### src/rtl/load_store_unit_pkg.sv
// Shared funct3 encodings and FSM state type for the load/store unit.
package load_store_unit_pkg;

    localparam logic [2:0] F3_LB  = 3'b000;
    localparam logic [2:0] F3_LH  = 3'b001;
    localparam logic [2:0] F3_LW  = 3'b010;
    localparam logic [2:0] F3_LBU = 3'b100;
    localparam logic [2:0] F3_LHU = 3'b101;
    localparam logic [2:0] F3_SB  = 3'b000;
    localparam logic [2:0] F3_SH  = 3'b001;
    localparam logic [2:0] F3_SW  = 3'b010;

    typedef enum logic [1:0] {LSU_IDLE, LSU_REQ, LSU_WAIT, LSU_DONE} lsu_state_t;

endpackage

### src/rtl/load_store_unit_align.sv
// Byte-lane steering for stores, extraction/extension for loads, and the
// alignment/size legality check on an incoming request.
module lsu_align
    import load_store_unit_pkg::*;
(
    input  logic [2:0]  chk_size,
    input  logic [1:0]  chk_addr,
    input  logic [31:0] st_data,
    output logic [3:0]  st_be,
    output logic [31:0] st_wdata,
    output logic        illegal,
    input  logic [2:0]  ld_size,
    input  logic [1:0]  ld_addr,
    input  logic [31:0] rdata,
    output logic [31:0] ld_data
);

    logic [7:0]  byte_sel;
    logic [15:0] half_sel;

    always_comb begin
        illegal = 1'b0;
        case (chk_size)
            F3_LB, F3_LBU: illegal = 1'b0;
            F3_LH, F3_LHU: illegal = chk_addr[0];
            F3_LW:         illegal = |chk_addr;
            default:       illegal = 1'b1;
        endcase
    end

    // Store funct3 shares the low two bits with the load encodings.
    always_comb begin
        st_be    = 4'b1111;
        st_wdata = st_data;
        case (chk_size[1:0])
            F3_SB[1:0]: begin
                st_be    = 4'b0001 << chk_addr;
                st_wdata = {4{st_data[7:0]}};
            end
            F3_SH[1:0]: begin
                st_be    = chk_addr[1] ? 4'b1100 : 4'b0011;
                st_wdata = {2{st_data[15:0]}};
            end
            default: begin
                st_be    = 4'b1111;
                st_wdata = st_data;
            end
        endcase
    end

    always_comb begin
        byte_sel = rdata[{ld_addr, 3'b000} +: 8];
        half_sel = rdata[{ld_addr[1], 4'b0000} +: 16];
        case (ld_size)
            F3_LB:   ld_data = {{24{byte_sel[7]}}, byte_sel};
            F3_LBU:  ld_data = {24'd0, byte_sel};
            F3_LH:   ld_data = {{16{half_sel[15]}}, half_sel};
            F3_LHU:  ld_data = {16'd0, half_sel};
            default: ld_data = rdata;
        endcase
    end

endmodule

### src/rtl/load_store_unit.sv
// Load/store unit: issues one word-aligned bus access per memory instruction,
// stalls the core until it completes, and reports illegal or timed-out accesses.
module load_store_unit
    import load_store_unit_pkg::*;
#(
    parameter int TIMEOUT_CYCLES = 256
) (
    input  logic        clk,
    input  logic        rst,
    input  logic        ctrl_mem_write,
    input  logic        ctrl_mem2reg,
    input  logic [2:0]  ctrl_word_size,
    input  logic [31:0] addr,
    input  logic [31:0] store_data,
    output logic        lsu_stall,
    output logic [31:0] load_data,
    output logic        load_valid,
    output logic        access_fault,
    output logic        mem_req_valid,
    input  logic        mem_req_ready,
    output logic        mem_req_we,
    output logic [31:0] mem_req_addr,
    output logic [31:0] mem_req_wdata,
    output logic [3:0]  mem_req_be,
    input  logic        mem_rsp_valid,
    input  logic [31:0] mem_rsp_rdata
);

    localparam int CNT_W = $clog2(TIMEOUT_CYCLES + 1);

    lsu_state_t  state_q, state_d;
    logic [31:0] addr_q, addr_d;
    logic        we_q, we_d;
    logic [2:0]  size_q, size_d;
    logic [31:0] wdata_q, wdata_d;
    logic [3:0]  be_q, be_d;
    logic [CNT_W-1:0] cnt_q, cnt_d;
    logic [31:0] load_data_q, load_data_d;
    logic        load_valid_q, load_valid_d;
    logic        fault_q, fault_d;

    logic        access, illegal, timeout;
    logic [3:0]  st_be;
    logic [31:0] st_wdata, ld_ext;

    lsu_align u_align (
        .chk_size (ctrl_word_size),
        .chk_addr (addr[1:0]),
        .st_data  (store_data),
        .st_be    (st_be),
        .st_wdata (st_wdata),
        .illegal  (illegal),
        .ld_size  (size_q),
        .ld_addr  (addr_q[1:0]),
        .rdata    (mem_rsp_rdata),
        .ld_data  (ld_ext)
    );

    assign access  = ctrl_mem_write | ctrl_mem2reg;
    // Counter starts at 0 in the first REQ cycle, so TIMEOUT_CYCLES-1 marks the last allowed cycle.
    assign timeout = (cnt_q == CNT_W'(TIMEOUT_CYCLES - 1));

    always_comb begin
        state_d       = state_q;
        addr_d        = addr_q;
        we_d          = we_q;
        size_d        = size_q;
        wdata_d       = wdata_q;
        be_d          = be_q;
        cnt_d         = cnt_q;
        load_data_d   = load_data_q;
        load_valid_d  = 1'b0;
        fault_d       = 1'b0;
        lsu_stall     = 1'b0;
        mem_req_valid = 1'b0;
        access_fault  = fault_q;
        case (state_q)
            LSU_IDLE: begin
                if (access) begin
                    if (illegal) begin
                        access_fault = 1'b1;
                    end else begin
                        addr_d    = addr;
                        we_d      = ctrl_mem_write;
                        size_d    = ctrl_word_size;
                        wdata_d   = ctrl_mem_write ? st_wdata : 32'd0;
                        be_d      = ctrl_mem_write ? st_be : 4'b1111;
                        cnt_d     = '0;
                        state_d   = LSU_REQ;
                        lsu_stall = 1'b1;
                    end
                end
            end
            LSU_REQ: begin
                mem_req_valid = 1'b1;
                lsu_stall     = 1'b1;
                cnt_d         = cnt_q + CNT_W'(1);
                if (mem_req_ready) begin
                    state_d = we_q ? LSU_DONE : LSU_WAIT;
                end else if (timeout) begin
                    state_d     = LSU_DONE;
                    fault_d     = 1'b1;
                    load_data_d = 32'd0;
                end
            end
            LSU_WAIT: begin
                lsu_stall = 1'b1;
                cnt_d     = cnt_q + CNT_W'(1);
                if (mem_rsp_valid) begin
                    load_data_d  = ld_ext;
                    load_valid_d = 1'b1;
                    state_d      = LSU_DONE;
                end else if (timeout) begin
                    state_d     = LSU_DONE;
                    fault_d     = 1'b1;
                    load_data_d = 32'd0;
                end
            end
            default: state_d = LSU_IDLE;
        endcase
        if (rst) begin
            lsu_stall     = 1'b0;
            mem_req_valid = 1'b0;
            access_fault  = 1'b0;
        end
    end

    always_ff @(posedge clk) begin
        if (rst) begin
            state_q      <= LSU_IDLE;
            addr_q       <= 32'd0;
            we_q         <= 1'b0;
            size_q       <= 3'd0;
            wdata_q      <= 32'd0;
            be_q         <= 4'd0;
            cnt_q        <= '0;
            load_data_q  <= 32'd0;
            load_valid_q <= 1'b0;
            fault_q      <= 1'b0;
        end else begin
            state_q      <= state_d;
            addr_q       <= addr_d;
            we_q         <= we_d;
            size_q       <= size_d;
            wdata_q      <= wdata_d;
            be_q         <= be_d;
            cnt_q        <= cnt_d;
            load_data_q  <= load_data_d;
            load_valid_q <= load_valid_d;
            fault_q      <= fault_d;
        end
    end

    assign load_data     = load_data_q;
    assign load_valid    = load_valid_q;
    assign mem_req_we    = we_q;
    assign mem_req_addr  = {addr_q[31:2], 2'b00};
    assign mem_req_wdata = wdata_q;
    assign mem_req_be    = be_q;

endmodule

### config.mk
export PLATFORM = sky130hd
export DESIGN_NAME = load_store_unit
export DESIGN_NICKNAME = d
export VERILOG_FILES = /design/src/rtl/load_store_unit_pkg.sv /design/src/rtl/load_store_unit_align.sv /design/src/rtl/load_store_unit.sv
export SDC_FILE = /design/constraint.sdc
export NUM_CORES = 1
export LEC_CHECK = 0
export CAP_MARGIN = 0
export CORE_MARGIN = 3
export CORE_UTILIZATION = 45
export CTS_CLUSTER_DIAMETER = 100
export DETAILED_ROUTE_END_ITERATION = 12
export PLACE_DENSITY = 0.82
export SYNTH_ARGS = -nofsm -noshare
export SYNTH_HDL_FRONTEND = slang
export SYNTH_HIERARCHICAL = 1
export SYNTH_SLANG_ARGS = --single-unit
### constraint.sdc
create_clock -name clk -period 2.4 [get_ports clk]
set_clock_uncertainty 0.1 [all_clocks]
set_input_delay 0.36 -clock clk [delete_from_list [all_inputs] [get_ports clk]]
set_output_delay 0.36 -clock clk [all_outputs]
set_load 0.02 [all_outputs]
# Word level (Yosys, flattened, before mapping)
# Index checks and enable logic that the tools add are counted.
# op_classes
n_addsub	1
mul	0
n_div	0
order_cmp	0
n_eq_ne	14
n_shift	3
muxes	36
n_bitwise	3
n_reduce_logical	15
# ops
operator	count
$mux W32	4
$pmux W32 S2	2
$pmux W32 S4	1
$shiftx A32 B6 Y16	1
$shiftx A32 B6 Y8	1
$mux W9	2
$pmux W9 S2	1
$mux W1	14
$eq A3 B3 Y1 const B	4
$mux W2	5
$reduce_or A2 Y1	5
$add A9 B1 Y9 const B	1
$eq A9 B8 Y1 const B	1
$mux W4	2
$pmux W4 S2	1
$eq A3 B1 Y1 const B	2
$logic_not A3 Y1	2
$ne A2 B2 Y1 const B	3
$pmux W2 S3	1
$reduce_and A3 Y1	2
$eq A2 B1 Y1 const B	2
$logic_not A2 Y1	2
$pmux W1 S2	2
$reduce_and A2 Y1	2
other kinds (7)	9
# word_totals
ff_bits	117
latchBits	0
ramBits	0
romBits	0
in_bits	105
out_inout_bits	105
wordCells	82
mem_count	0

# Longest topological paths before layout
# depth
word_depth	7
mapped_depth	10
mapped_depth_nobuf	9

# Hierarchy
# The synthesis kept the hierarchy.
# modules_own_cells
module	n_inst	cells_each	area_each_um2	seq_area_each_um2
load_store_unit	1	553	4573.1	2342.2
lsu_align	1	178	1152.4	0.0

# Least setup slack after synthesis
# Ideal clock, no wire load.
# synth_timing
kind	input port to output port
from	input addr[1]
to	output lsu_stall
t_arrival_ns	2.143
t_required_ns	1.940
setup_slack_ns	-0.203
cell_stages	7
path_buffers	2
cell_sequence	or3_1 -> a21oi_1 -> nor2_1 -> or2_2 -> buf_2 -> buf_2 -> a211oi_1
# synth_via
elab_chain_len	6
# synth_rtl
element	line	text
start: declaration	load_store_unit.sv:13	input logic [31:0] addr,
$reduce_or A2 Y1	load_store_unit_align.sv:26	F3_LW: illegal = |chk_addr;
$pmux W1 S3	load_store_unit_align.sv:23	case (chk_size)
named net illegal	load_store_unit.sv:42	logic access, illegal, timeout;
$mux W1	load_store_unit.sv:80	if (illegal) begin
$mux W1	load_store_unit.sv:79	if (access) begin
$pmux W1 S2	load_store_unit.sv:77	case (state_q)
$mux W1	load_store_unit.sv:121	if (rst) begin
end: declaration	load_store_unit.sv:15	output logic lsu_stall,
# The timed path passes the listed nets, and every way through them passes these cells.

# Worst setup path in the final report
# layout_timing
from	register cnt_q[1]
to	register load_data_q[11] (netlist: load_data[11])
# layout_via
elab_chain_len	4
elab_cells_between_ends	5
cone_classes	eq/ne: 1; mux: 4
# layout_rtl
element	line	text
start: declaration	load_store_unit.sv:37	logic [CNT_W-1:0] cnt_q, cnt_d;
start signal: assignment	load_store_unit.sv:147	cnt_q <= cnt_d;
$eq A9 B8 Y1 (*)	load_store_unit.sv:61	assign timeout = (cnt_q == CNT_W'(TIMEOUT_CYCLES - 1));
$mux W32 (*)	--	
$mux W32 (on tied branches)	--	
$pmux W32 S2 (*)	--	
end signal: assignment	load_store_unit.sv:148	load_data_q <= load_data_d;
end: declaration	load_store_unit.sv:38	logic [31:0] load_data_q, load_data_d;
# Mark *: on every way between the ends. The rest lies on a longest branch, timed or not. The select of a mux whose other input is x is not followed.
# A chain may end at the register's enable or synchronous reset.

==> summary.json <==
{
  "root_buffer": "sky130_fd_sc_hd__clkbuf_16",
  "post-route-min-period_ps": 2330,
  "vdd_drop_max_v": 0.000468,
  "class_of_the_most_critical_setup_path": "reg -> reg",
  "grt_start_max_net_pins": 73,
  "post_synth_inst_count": 731,
  "run_status": "finished clean",
  "clockBufferDepth": 2,
  "gp_congestion": 0.884,
  "p_per_area_nw_per_um2": 716,
  "die-area_sq_um": 14100,
  "total_gr_overflow": 0,
  "worst-endpoint-required_ps": 2580,
  "grt_first_pass_wirelength_um": 27000,
  "clk_pin_slew_worst_paths_ps": 50,
  "cts.htree.levels": 4,
  "ys_async_sr_fraction": 0,
  "max-cap-violations": 0,
  "ios": 210,
  "critical-path-top-cell-by-count": "sky130_fd_sc_hd__and3_4",
  "worst_path_max_delay_cell": "sky130_fd_sc_hd__a211o_4",
  "worst_path_largest_cell_delay_ps": 380,
  "gr-max-usage-layer": "met2",
  "cp_top_family": "compound AO/OA/AOI/OAI gates",
  "die_width_um": 119,
  "floorplan.die.height_um": 119,
  "post_drt_via_cell_ratio": 5.33,
  "syn2layout_area_growth_pct": 51.6,
  "synth.largest_area_cell": "sky130_fd_sc_hd__dfxtp_1",
  "floorplan_row_count": 40,
  "cts-hold-fix-buffers": 0,
  "buffer_ports.inserted": 207,
  "gr-usage-met3": 0.0856,
  "ys_top_cells_by_area": "sky130_fd_sc_hd__dfxtp_1 41%, sky130_fd_sc_hd__a21oi_1 9.7%, sky130_fd_sc_hd__nand2_1 8.5%, sky130_fd_sc_hd__buf_4 5.4%, sky130_fd_sc_hd__a22oi_1 5.2%",
  "whs_ps": 131,
  "critical_path.max_fanout": 8,
  "timing.final.max_slew_violations": 0,
  "detail-route-antenna-nets": 0,
  "tritoncts.num_buffers": 17,
  "drtPass1Iterations": 6,
  "ys_types": 47,
  "final-hold-violation-count": 0,
  "synth_top_area_frac": 0.409,
  "drc": 0,
  "antenna_violations_before_repair": 2,
  "count_of_flip_flops_with_a_built_in_enable_after_synthesis": 0,
  "via_count": 5793,
  "met2_grt_util": 0.384,
  "postSynthAreaPerCell_sq_um": 7.83,
  "synthesis.area_sq_um": 5730,
  "fmaxAchievable_mhz": 430,
  "worstPathBufferInverterCount": 1,
  "finalCoreUtilization": 0.711,
  "placeableCoreArea_sq_um": 12200,
  "synth_seq_cells": 117,
  "hold_path.class": "in -> reg",
  "yosysSeqAreaShare": 0.409,
  "worstSkewPairLatency_ps": 410,
  "slew_headroom": 0.497,
  "met1_usage": 0.282,
  "timing.critical_path.cells": "ha_4, and3_4, and3_4, and3_4, ha_4, a21oi_2, a211o_4, clkbuf_16, a22oi_2, nor2_1",
  "initial_core_util": 0.469,
  "yosysWarnings": 6,
  "finalSetupViolations": 0,
  "tns_ps": 0,
  "number_of_design_rule_violations_left_by_the_first_detailed_router_iteration": 396,
  "route.final.wire_length_um": 17700,
  "drive_gt1_frac": 0.152,
  "leakage_power_total_nw": 3.23,
  "num-nets-final": 1015,
  "setup_repair_after_global_routing_missed_its_margin": "false",
  "synth_flop_cell": "sky130_fd_sc_hd__dfxtp_1",
  "worstSetupEndpointType": "flip-flop",
  "detailedPlacementHpwl_um": 11700,
  "tritoncts": "yes",
  "numClockSinks": 117,
  "post_drt_wl_per_cell_um": 16.2,
  "worstPathArrival_ps": 2500,
  "cp-start-kind": "flip-flop",
  "via_count_of_the_first_global_routing_pass": 5397,
  "timing.final.crit_share": 0.969,
  "track_usage": 0.236,
  "tightestPinTransition_ps": 754
}
## metal layers
metal  up-vias  wire length [um]
met4         0               409
met1      2675              7170
met3        38              1620
li1       2823                 -
met2       257              8460
met5         -                 0
## cell usage after synthesis, types with 2 or more instances
cell and number:
sky130_fd_sc_hd__o21a_1 2, sky130_fd_sc_hd__clkbuf_1 39, sky130_fd_sc_hd__and3_1 5, sky130_fd_sc_hd__buf_1 2
sky130_fd_sc_hd__o21ai_0 20, sky130_fd_sc_hd__dfxtp_1 117, sky130_fd_sc_hd__nor2_1 47, sky130_fd_sc_hd__inv_1 26
sky130_fd_sc_hd__nand3_1 38, sky130_fd_sc_hd__buf_2 11, sky130_fd_sc_hd__o32ai_1 2, sky130_fd_sc_hd__nor3_1 7
sky130_fd_sc_hd__o31ai_1 2, sky130_fd_sc_hd__o21ai_1 2, sky130_fd_sc_hd__o21bai_1 4, sky130_fd_sc_hd__a211o_1 2
sky130_fd_sc_hd__nand2b_1 3, sky130_fd_sc_hd__or3b_1 2, sky130_fd_sc_hd__nor3b_1 4, sky130_fd_sc_hd__nor2b_1 11
sky130_fd_sc_hd__or3_1 3, sky130_fd_sc_hd__nand2_1 129, sky130_fd_sc_hd__buf_4 41, sky130_fd_sc_hd__a31oi_1 2
sky130_fd_sc_hd__ha_1 6, sky130_fd_sc_hd__a21o_1 3, sky130_fd_sc_hd__mux2i_1 9, sky130_fd_sc_hd__a21oi_1 111
sky130_fd_sc_hd__mux2_2 24, sky130_fd_sc_hd__a22oi_1 40
## state kept, by name (all words and copies together), names as in the netlist
signal	cells
mem_req_be	4
fault_q	1
cnt_q	9
mem_req_wdata	32
addr_q	32
mem_req_we	1
state_q	2
load_data	32
size_q	3
load_valid	1
## per-stage QoR
stage	total power [W]	worst slack, ps	area [sq um]	std cells
finish	0.00621	74.5	8680	1087
global route	0.00648	8.97	8680	1087
CTS	0.00621	3.95	8420	1078
detailed placement	0.00358	-743	7790	1046
global placement	0.00356	-737	7790	1046
floorplan	0.00301	35.3	5740	732
## tightest hold or removal path: stages
cell and delay, ps:
sky130_fd_sc_hd__dlymetal6s2s_1 130, sky130_fd_sc_hd__nand2_1 60, sky130_fd_sc_hd__a21oi_1 50
## path summary, 6_finish.rpt
path / startpoint / to / slack (ps) / cells after the start
min: ctrl_word_size[2] / size_q[2] / 130 / 3
max reg2reg: cnt_q[1] / load_data[11] / 70 / 10
min reg2reg: mem_req_wdata[3] / mem_req_wdata[3] / 350 / 2
max: cnt_q[1] / load_data[11] / 70 / 10
## cell families after synthesis
logic type	count (synthesis)	share of synthesized area
AO/OA/AOI/OAI	198	0.207
flip-flops	117	0.409
multiplexers	33	0.0629
buffers and inverters	120	0.109
other	1	0.000655
adder cells (fa/ha/maj)	6	0.0131
AND/OR/NAND/NOR	256	0.198
## repair_timing
action / CTS / global route
resized for setup: 16 / 38
endpoints found under the hold margin: 0 / 0
endpoints found under the setup margin: 6 / 38
pin swaps: 4 / 12
setup buffers: 0 / 4
gates cloned: 0 / 3
## cells in the final DEF (no fill, tap or decap), types with 7 or more instances in the layout
cell / instances
sky130_fd_sc_hd__inv_1: 26
sky130_fd_sc_hd__buf_4: 34
sky130_fd_sc_hd__dfxtp_1: 115
sky130_fd_sc_hd__clkbuf_16: 19
sky130_fd_sc_hd__mux2i_1: 9
sky130_fd_sc_hd__nand2_1: 129
sky130_fd_sc_hd__a21oi_1: 108
sky130_fd_sc_hd__a22oi_1: 21
sky130_fd_sc_hd__nand3_1: 38
sky130_fd_sc_hd__nor2b_1: 11
sky130_fd_sc_hd__nor2_1: 45
sky130_fd_sc_hd__mux2_2: 24
sky130_fd_sc_hd__a22oi_2: 19
sky130_fd_sc_hd__nor3_1: 7
sky130_fd_sc_hd__clkdlybuf4s50_1: 200
sky130_fd_sc_hd__o21ai_0: 20
## cell type report
cell class              instances  area [sq um]
inverters                      26          97.6
flip-flops and latches        117          2350
multi-input cells             495          2950
clock inverters                12           153
clock buffers                  20           467
fillers                       966          3530
repair buffers                247          2450
diodes                          2          5.00
well taps                     168           210
## where the power goes
| part | internal (W) | switching [W] |
|---|---|---|
| Combinational | 0.000691 | 0.000802 |
| Sequential | 0.00206 | 0.0000597 |
| Clock | 0.00171 | 0.000896 |
| Total | 0.00446 | 0.00176 |
Note: power is estimated with default switching activity, not from simulation.
